**config.mk**
```make
export PLATFORM = sky130hd
export DESIGN_NAME = uart_tx_ctrl
export DESIGN_NICKNAME = d
export VERILOG_FILES = /design/src/rtl/uart_tx_ctrl.sv
export SDC_FILE = /design/constraint.sdc
export NUM_CORES = 1
export LEC_CHECK = 0
export ABC_AREA = 0
export BUFFER_PORTS_ARGS = -buffer_cell sky130_fd_sc_hd__buf_2
export CAP_MARGIN = 25
export CORE_MARGIN = 1.5
export CORE_UTILIZATION = 49
export CTS_CLUSTER_SIZE = 20
export DETAILED_ROUTE_END_ITERATION = 8
export GPL_TIMING_DRIVEN = 0
export PLACE_DENSITY = 0.78
export SYNTH_ARGS = -nofsm -noshare
export SYNTH_HDL_FRONTEND = slang
export SYNTH_SLANG_ARGS = --single-unit
```
**constraint.sdc**
```tcl
create_clock -name clk -period 1.56 [get_ports clk]
set_input_delay 0.312 -clock clk [delete_from_list [all_inputs] [get_ports clk]]
set_output_delay 0.312 -clock clk [all_outputs]
set_load 0.02 [all_outputs]
```
**src/rtl/uart_tx_ctrl.sv**
```systemverilog
// UART transmit sequencer: latches one byte per handshake and steps the bit-select
// mux through start, eight data bits and the stop bit(s), one bit time per step.
module uart_tx_ctrl #(
  parameter int unsigned CLKS_PER_BIT = 868,
  parameter int unsigned STOP_BITS    = 1
) (
  input  logic       clk,
  input  logic       rst_n,
  input  logic       tx_valid,
  input  logic [7:0] tx_data,
  output logic       tx_ready,
  output logic       tx_busy,
  output logic       tx_done,
  output logic [3:0] sel,
  output logic [7:0] data_q,
  output logic       start_bit,
  output logic       end_bit
);

  localparam int unsigned CNT_W = (CLKS_PER_BIT > 1) ? $clog2(CLKS_PER_BIT) : 1;
  localparam logic [CNT_W-1:0] CNT_MAX = CNT_W'(CLKS_PER_BIT - 1);
  localparam logic STOP_LAST = 1'(STOP_BITS - 1);

  typedef enum logic [1:0] {IDLE, START, DATA, STOP} state_t;

  state_t           state;
  logic [CNT_W-1:0] cnt;
  logic             stop_cnt;
  logic             bit_end;

  assign bit_end   = (cnt == CNT_MAX);
  assign tx_ready  = (state == IDLE);
  assign start_bit = 1'b0;
  assign end_bit   = 1'b1;

  // Frame sequencer; sel always holds 0..9 so the mux default is unreachable.
  always_ff @(posedge clk or negedge rst_n) begin
    if (!rst_n) begin
      state    <= IDLE;
      sel      <= 4'd9;
      data_q   <= 8'h00;
      tx_busy  <= 1'b0;
      tx_done  <= 1'b0;
      cnt      <= '0;
      stop_cnt <= 1'b0;
    end else begin
      tx_done <= 1'b0;
      if (state == IDLE) begin
        if (tx_valid) begin
          data_q   <= tx_data;
          state    <= START;
          sel      <= 4'd0;
          cnt      <= '0;
          stop_cnt <= 1'b0;
          tx_busy  <= 1'b1;
        end
      end else if (!bit_end) begin
        cnt <= cnt + CNT_W'(1);
      end else begin
        cnt <= '0;
        case (state)
          START: begin
            state <= DATA;
            sel   <= 4'd1;
          end
          DATA: begin
            if (sel == 4'd8) begin
              state <= STOP;
              sel   <= 4'd9;
            end else begin
              sel <= sel + 4'd1;
            end
          end
          STOP: begin
            if (stop_cnt != STOP_LAST) begin
              stop_cnt <= stop_cnt + 1'b1;
            end else begin
              state    <= IDLE;
              stop_cnt <= 1'b0;
              tx_busy  <= 1'b0;
              tx_done  <= 1'b1;
            end
          end
          default: begin
            state <= IDLE;
            sel   <= 4'd9;
          end
        endcase
      end
    end
  end

endmodule

```
==> results.ini, run 1 <==
[synthesis]
synthTopCellsByArea = dfrtp_1 (42%), mux2_2 (7.9%), ha_1 (7.1%)
syn_area_um2 = 1420
synth.top_cell.area_share = 0.423
ys_ff_latch = 26
synth.yosys.seq_area_share = 0.460
yosysTopAreaCell = dfrtp_1
yosysUniqueCellTypes = 40
syn_inst = 136
syn_avg_cell_area_um2 = 10.4
synth_nets = 155
yosysWarningCount = 0

[final_layout]
num_antenna_cells = 0
layout-drive-gt1-share = 0.426
finalNonFillerCells = 214
stdcell_area_um2 = 1850
synthToLayoutAreaGrowth_pct = 30.2
n_fill_cell = 216
final_nets = 203

[min_path]
hp-class = in -> reg

[placed_design]
dpl_cell_area_um2 = 1600
dp.cells = 192
place.gp.congestion = 0.808
hpwl_um = 1900
port_buffers = 25

[power]
clockPowerShare = 0.397
netSwitchingPower_mw = 0.229
cellPowerDensity_nw_per_um2 = 637
p_comb_frac = 0.030
ir_worst_vdd_uv = 490
p_seq_frac = 0.573
internal_power_mw = 0.948
swShare = 0.195
power_leakage_nw = 0.902

[die]
die_y_um = 56.8
dieArea_um2 = 3230
start_util = 0.515
core_area_um2 = 2760
rows = 19
io_pins = 28
die_width_um = 56.8

[global_routing]
grt_pass1_vias = 1150
grt_overflow = 0
grt_pass1_wl_um = 4770
grt_max_degree = 27
antenna_found_initial = 0
gr-usage-all-layers = 0.185

[detailed_routing]
num_vias = 1199
viasPerCell = 5.60
routed_wl_um = 2940
first_pass_iters = 4
antenna_left = 0
drc = 0
wl_per_cell_um = 13.7
drtIter0Drc = 23

[sta]
fin_crit_sh = 1.03
rsz0062_at_grt = yes
setup_violations = 2
postLayoutSetupSlackWorst_ns = -0.0444
hold_violations = 0
tightest_slew_ns = 0.567
slew_headroom = 0.622
maxClockFrequency_ghz = 0.623
slew_viol_final = 0
clock_skew_ns = 0.0127
min_period_ns = 1.60

[clock_network]
insertion_delay_ns = 0.33
cts_buffers = 3
htree_num_levels = 1
clock_sinks = 26
root_buffer = clkbuf_4
tritoncts = done
cts.reportedPaths.clkPinSlew_ns = 0.15
cts_buffer_depth = 2

[critical_path]
critPathArrivalTime_ns = 1.84
crit_fanout = 3
startpoint = cnt[0]
start_kind = register
worst_ep_required_time_ns = 1.80
r2r_cells = 5
rrSetupSlack_ns = -0.04
cp-end-kind = register
crit_end = state[1]
criticalPathCategory = reg -> reg
rr_endpoint = state[1]
regToRegStartpoint = cnt[0]

[job]
maxCapViolations = 0

[run_status]
violations = setup timing
status = finished with violations

[critical path, stage by stage, from the launching register on]
cell and delay [ns]:
dfrtp_1 0.42, ha_4 0.15, nor3b_4 0.25, nand4b_1 0.18, o21ai_1 0.17, mux2_2 0.34
[placed cells by master, fill, tap and decap left out, types with 2 or more instances in the layout]
cell and instances:
mux2_2 10, o22ai_1 2, o21ai_0 2, a22o_1 3
o21ai_1 4, buf_2 25, nor3_2 2, or3_1 4
dfstp_2 2, dfrtp_1 24, ha_1 6, ha_4 2
nand3b_1 2, inv_1 5, xor2_1 2, clkbuf_4 3
buf_4 20, and2_1 3, and3b_1 2, nand2_1 12
nor2_1 8, buf_6 3, nand3_1 7, inv_2 2
conb_1 2, a21oi_1 3
[state kept, by name (all words and copies together), names as in the netlist]
name     count
state        2
sel          4
tx_done      1
tx_busy      1
data_q       8
cnt         10
[Yosys cell counts (all sizes together)]
library cell / count
ha: 8
nor2b: 1
o21a: 1
nand2b: 1
a22o: 3
a21o: 1
or3: 4
mux2: 10
nand3: 8
o21ai: 6
buf: 4
and4bb: 1
inv: 7
nand2: 13
or4: 1
a21oi: 3
nor3: 3
nor3b: 1
o22ai: 3
conb: 2
o41ai: 1
and4: 1
clkbuf: 2
a32o: 1
nand4: 1
dfrtp: 24
o211ai: 1
xor2: 2
a31oi: 2
nand4b: 1
and2: 3
a211oi: 1
and3b: 2
dfstp: 2
mux2i: 1
nor2: 8
nand3b: 2
[worst min-delay path by stage]
stage	cells after the start	to	startpoint	slack [ns]
after global placement	1	cnt[6]	rst_n	0.33
after floorplan	0	cnt[0]	rst_n	0.02
after global routing	2	data_q[0]	tx_data[0]	0.19
after CTS	2	data_q[0]	tx_data[0]	0.19
after detailed placement	1	cnt[8]	rst_n	0.34
final	2	data_q[0]	tx_data[0]	0.20
[logic make-up after synthesis]
group / count (synthesis) / share of synthesized area
buffers and inverters: 13 / 0.0476
AND/OR/NAND/NOR: 51 / 0.201
adder cells (fa/ha/maj): 8 / 0.0705
XOR/XNOR: 2 / 0.0123
multiplexers: 11 / 0.0864
flip-flops: 26 / 0.460
AO/OA/AOI/OAI: 23 / 0.116
other: 2 / 0.00529
[per-stage QoR]
| step | hold slack, ns | util | worst slack [ns] | power [mW] | setup TNS, ns |
|---|---|---|---|---|---|
| 3_5_place_dp | 0.342 | 0.581 | -0.213 | 0.721 | -1.80 |
| 3_3_place_gp | 0.332 | 0.581 | -0.186 | 0.720 | -1.44 |
| 5_1_grt | 0.187 | 0.670 | -0.0891 | 1.22 | -0.226 |
| 4_1_cts | 0.191 | 0.642 | -0.0313 | 1.19 | -0.0426 |
| 6_report | 0.197 | 0.670 | -0.0444 | 1.18 | -0.0759 |
| 2_1_floorplan | 0.0164 | - | -0.0208 | 0.695 | -0.0412 |
[routing by layer]
metal | track usage | share of wire | vias to the layer above
li1 | - | - | 577
met1 | 0.243 | 0.48 | 567
met2 | 0.304 | 0.45 | 46
met3 | 0.0300 | 0.051 | 9
met4 | 0.0764 | 0.019 | 0
met5 | 0 | 0 | -
[repair_timing]
| action | CTS | global route |
|---|---|---|
| gates resized for setup | 6 | 14 |
| hold buffers | 1 | 0 |
| buffers inserted | 10 | 6 |
| cloned | 1 | 0 |
| hold endpoints to repair | 24 | 0 |
| pin swaps | 4 | 2 |
| endpoints found under the setup margin | 15 | 14 |
[layout make-up]
class	count	area (um^2)	area share
buffer	6	52.6	0.0284
timing repair buffer	43	267	0.144
clock buffer	3	22.5	0.0122
tap	31	38.8	0.0210
inverter	7	26.3	0.0142
clock inverter	1	30.0	0.0162
multi-input combinational	97	758	0.410
sequential	26	653	0.353
[power by group through the flow]
stage | logic, mW | registers [mW] | clock network [mW]
6_report | 0.0355 | 0.674 | 0.468
5_1_grt | 0.0404 | 0.675 | 0.508
4_1_cts | 0.0366 | 0.675 | 0.478
3_5_place_dp | 0.0346 | 0.687 | 0
3_3_place_gp | 0.0332 | 0.687 | 0
2_1_floorplan | 0.00825 | 0.687 | 0
(Power assumes the default switching activity.)
==> run 2: changes to the inputs <==
--- a/config.mk
+++ b/config.mk
@@ -8,12 +8,13 @@
 export ABC_AREA = 0
 export BUFFER_PORTS_ARGS = -buffer_cell sky130_fd_sc_hd__buf_2
 export CAP_MARGIN = 25
+export CORE_ASPECT_RATIO = 1.2
 export CORE_MARGIN = 1.5
 export CORE_UTILIZATION = 49
-export CTS_CLUSTER_SIZE = 20
 export DETAILED_ROUTE_END_ITERATION = 8
 export GPL_TIMING_DRIVEN = 0
 export PLACE_DENSITY = 0.78
 export SYNTH_ARGS = -nofsm -noshare
 export SYNTH_HDL_FRONTEND = slang
 export SYNTH_SLANG_ARGS = --single-unit
+export TNS_END_PERCENT = 5
==> results.ini, run 2 (synthesis gave the netlist of run 1 again) <==
[run_status]
status = finished with violations
violations = setup timing

[sta]
tightest_slew_ns = 0.574  ; +0.00644 ns
rsz0062_at_grt = yes
maxClockFrequency_ghz = 0.607  ; -2.6%
setup_violations = 4  ; +2
min_period_ns = 1.65  ; +0.0422 ns
postLayoutSetupSlackWorst_ns = -0.0866  ; -0.0422 ns
hold_violations = 0  ; unchanged
setup-tns-final_ns = -0.259  ; -0.184 ns
fin_crit_sh = 1.06  ; +0.0270
slew_viol_final = 0  ; unchanged
slew_headroom = 0.618  ; -0.00429
clock_skew_ns = 0.0156  ; +0.00289 ns
hold_ws_ns = 0.205  ; +0.00816 ns

[detailed_routing]
wl_per_cell_um = 13.5  ; -1.5%
first_pass_iters = 4  ; unchanged
routed_wl_um = 2790  ; -5.2%
viasPerCell = 5.43  ; -3.0%
antenna_left = 0  ; unchanged
drc = 0  ; unchanged
num_vias = 1119  ; -6.7%
drtIter0Drc = 32  ; +39%

[final_layout]
layout-drive-gt1-share = 0.384  ; -0.0425
synthToLayoutAreaGrowth_pct = 22.8
stdcell_area_um2 = 1740  ; -5.8%
largestRegisters = cnt x10, data_q x8, sel x4
seq_area_um2 = 653  ; unchanged
fin_util = 0.625  ; -0.0448
final_nets = 192  ; -5.4%
multi_input_area_um2 = 764  ; +0.83%
top_register = cnt
num_antenna_cells = 0  ; unchanged
layout_common_cells = dfrtp_1 (24), buf_2 (24), nand2_1 (12), buf_4 (10), mux2_2 (9)
largest_register_ffs = 10  ; unchanged
n_fill_cell = 234  ; +8.3%

[global_routing]
antenna_found_initial = 0  ; unchanged
grt_max_degree = 27  ; unchanged
gr-usage-all-layers = 0.197  ; +0.0114
grt_pass1_wl_um = 4760  ; -0.13%
grt_pass1_vias = 1107  ; -3.7%
grt_overflow = 0  ; unchanged

[clock_network]
cts_buffer_depth = 2  ; unchanged
clock_sinks = 26  ; unchanged
cts_buffers = 3  ; unchanged
htree_num_levels = 1  ; unchanged
root_buffer = clkbuf_4
tritoncts = done
cts.reportedPaths.clkPinSlew_ns = 0.14  ; about the same
insertion_delay_ns = 0.32  ; about the same

[placed_design]
dpl_cell_area_um2 = 1610  ; +0.23%
place.gp.congestion = 0.820  ; +1.5%
port_buffers = 25  ; unchanged
hpwl_um = 1990  ; +4.9%
dpl_worst_slack_ns = -0.220  ; -0.00709 ns

[die]
start_util = 0.509  ; -0.00509
core_area_um2 = 2790  ; +1.0%
rows = 21  ; +2
die_width_um = 52.1  ; -8.3%
die_y_um = 61.9  ; +9.0%
io_pins = 28  ; unchanged
dieArea_um2 = 3230  ; about the same

[job]
maxCapViolations = 0  ; unchanged

[power]
ir_worst_vdd_uv = 408  ; -17%
cellPowerDensity_nw_per_um2 = 576  ; -9.6%
power_leakage_nw = 0.835  ; -7.4%

[critical_path]
critPathArrivalTime_ns = 1.86  ; +0.02 ns
crit_fanout = 4  ; +1
start_kind = register
cp-end-kind = register
worst_ep_required_time_ns = 1.77  ; -0.03 ns
criticalPathCategory = reg -> reg

[min_path]
hp-class = in -> reg

[run 2: final cells by class]
class	instances	share of cell area
inverter	7	0.0151
buffer	6	0.0266
multi-input combinational	97	0.439
timing repair buffer	32	0.105
tap	34	0.0244
sequential	26	0.375
clock buffer	4	0.0151
[run 2: power breakdown]
part           switching (mW)  total, mW  internal, mW
sequential                  0      0.674         0.674
clock                   0.193      0.293         0.100
combinational          0.0221     0.0359        0.0138
[run 2: final timing paths]
check | from | endpoint | slack (ns) | depth (start not counted)
max | cnt[1] | state[1] | -0.09 | 5
min | tx_data[7] | data_q[7] | 0.21 | 2
max reg2reg | cnt[1] | state[1] | -0.09 | 5
min reg2reg | sel[3] | sel[3] | 0.49 | 2
max in group asynchronous | rst_n | sel[0] | 0.68 | 2
min in group asynchronous | rst_n | cnt[8] | 0.49 | 2
[run 2: critical path: stages (launching register included)]
cell and delay [ns]:
dfrtp_1 0.42, ha_4 0.17, nor3b_4 0.25, nand4b_1 0.18, o21ai_1 0.20, mux2_4 0.32
[run 2: layer usage]
layer | GRT usage | routed length, um | part of all wire
met1 | 0.243 | 1200 | 0.43
met2 | 0.336 | 1410 | 0.51
met3 | 0.0335 | 129 | 0.046
met4 | 0.0940 | 47 | 0.017
met5 | 0 | 0 | 0
[run 2: timing repair]
action	CTS	global route
pin swaps	2	3
resized for setup	9	8
endpoints found under the hold margin	24	0
endpoints found under the setup margin	16	15
hold buffers	1	0
setup buffers	3	3
[run 2: metrics by stage]
step           cells  total power [mW]
2_1_floorplan    136             0.695
3_3_place_gp     195             0.720
3_5_place_dp     195             0.722
4_1_cts          203              1.02
5_1_grt          206              1.05
6_report         206              1.00
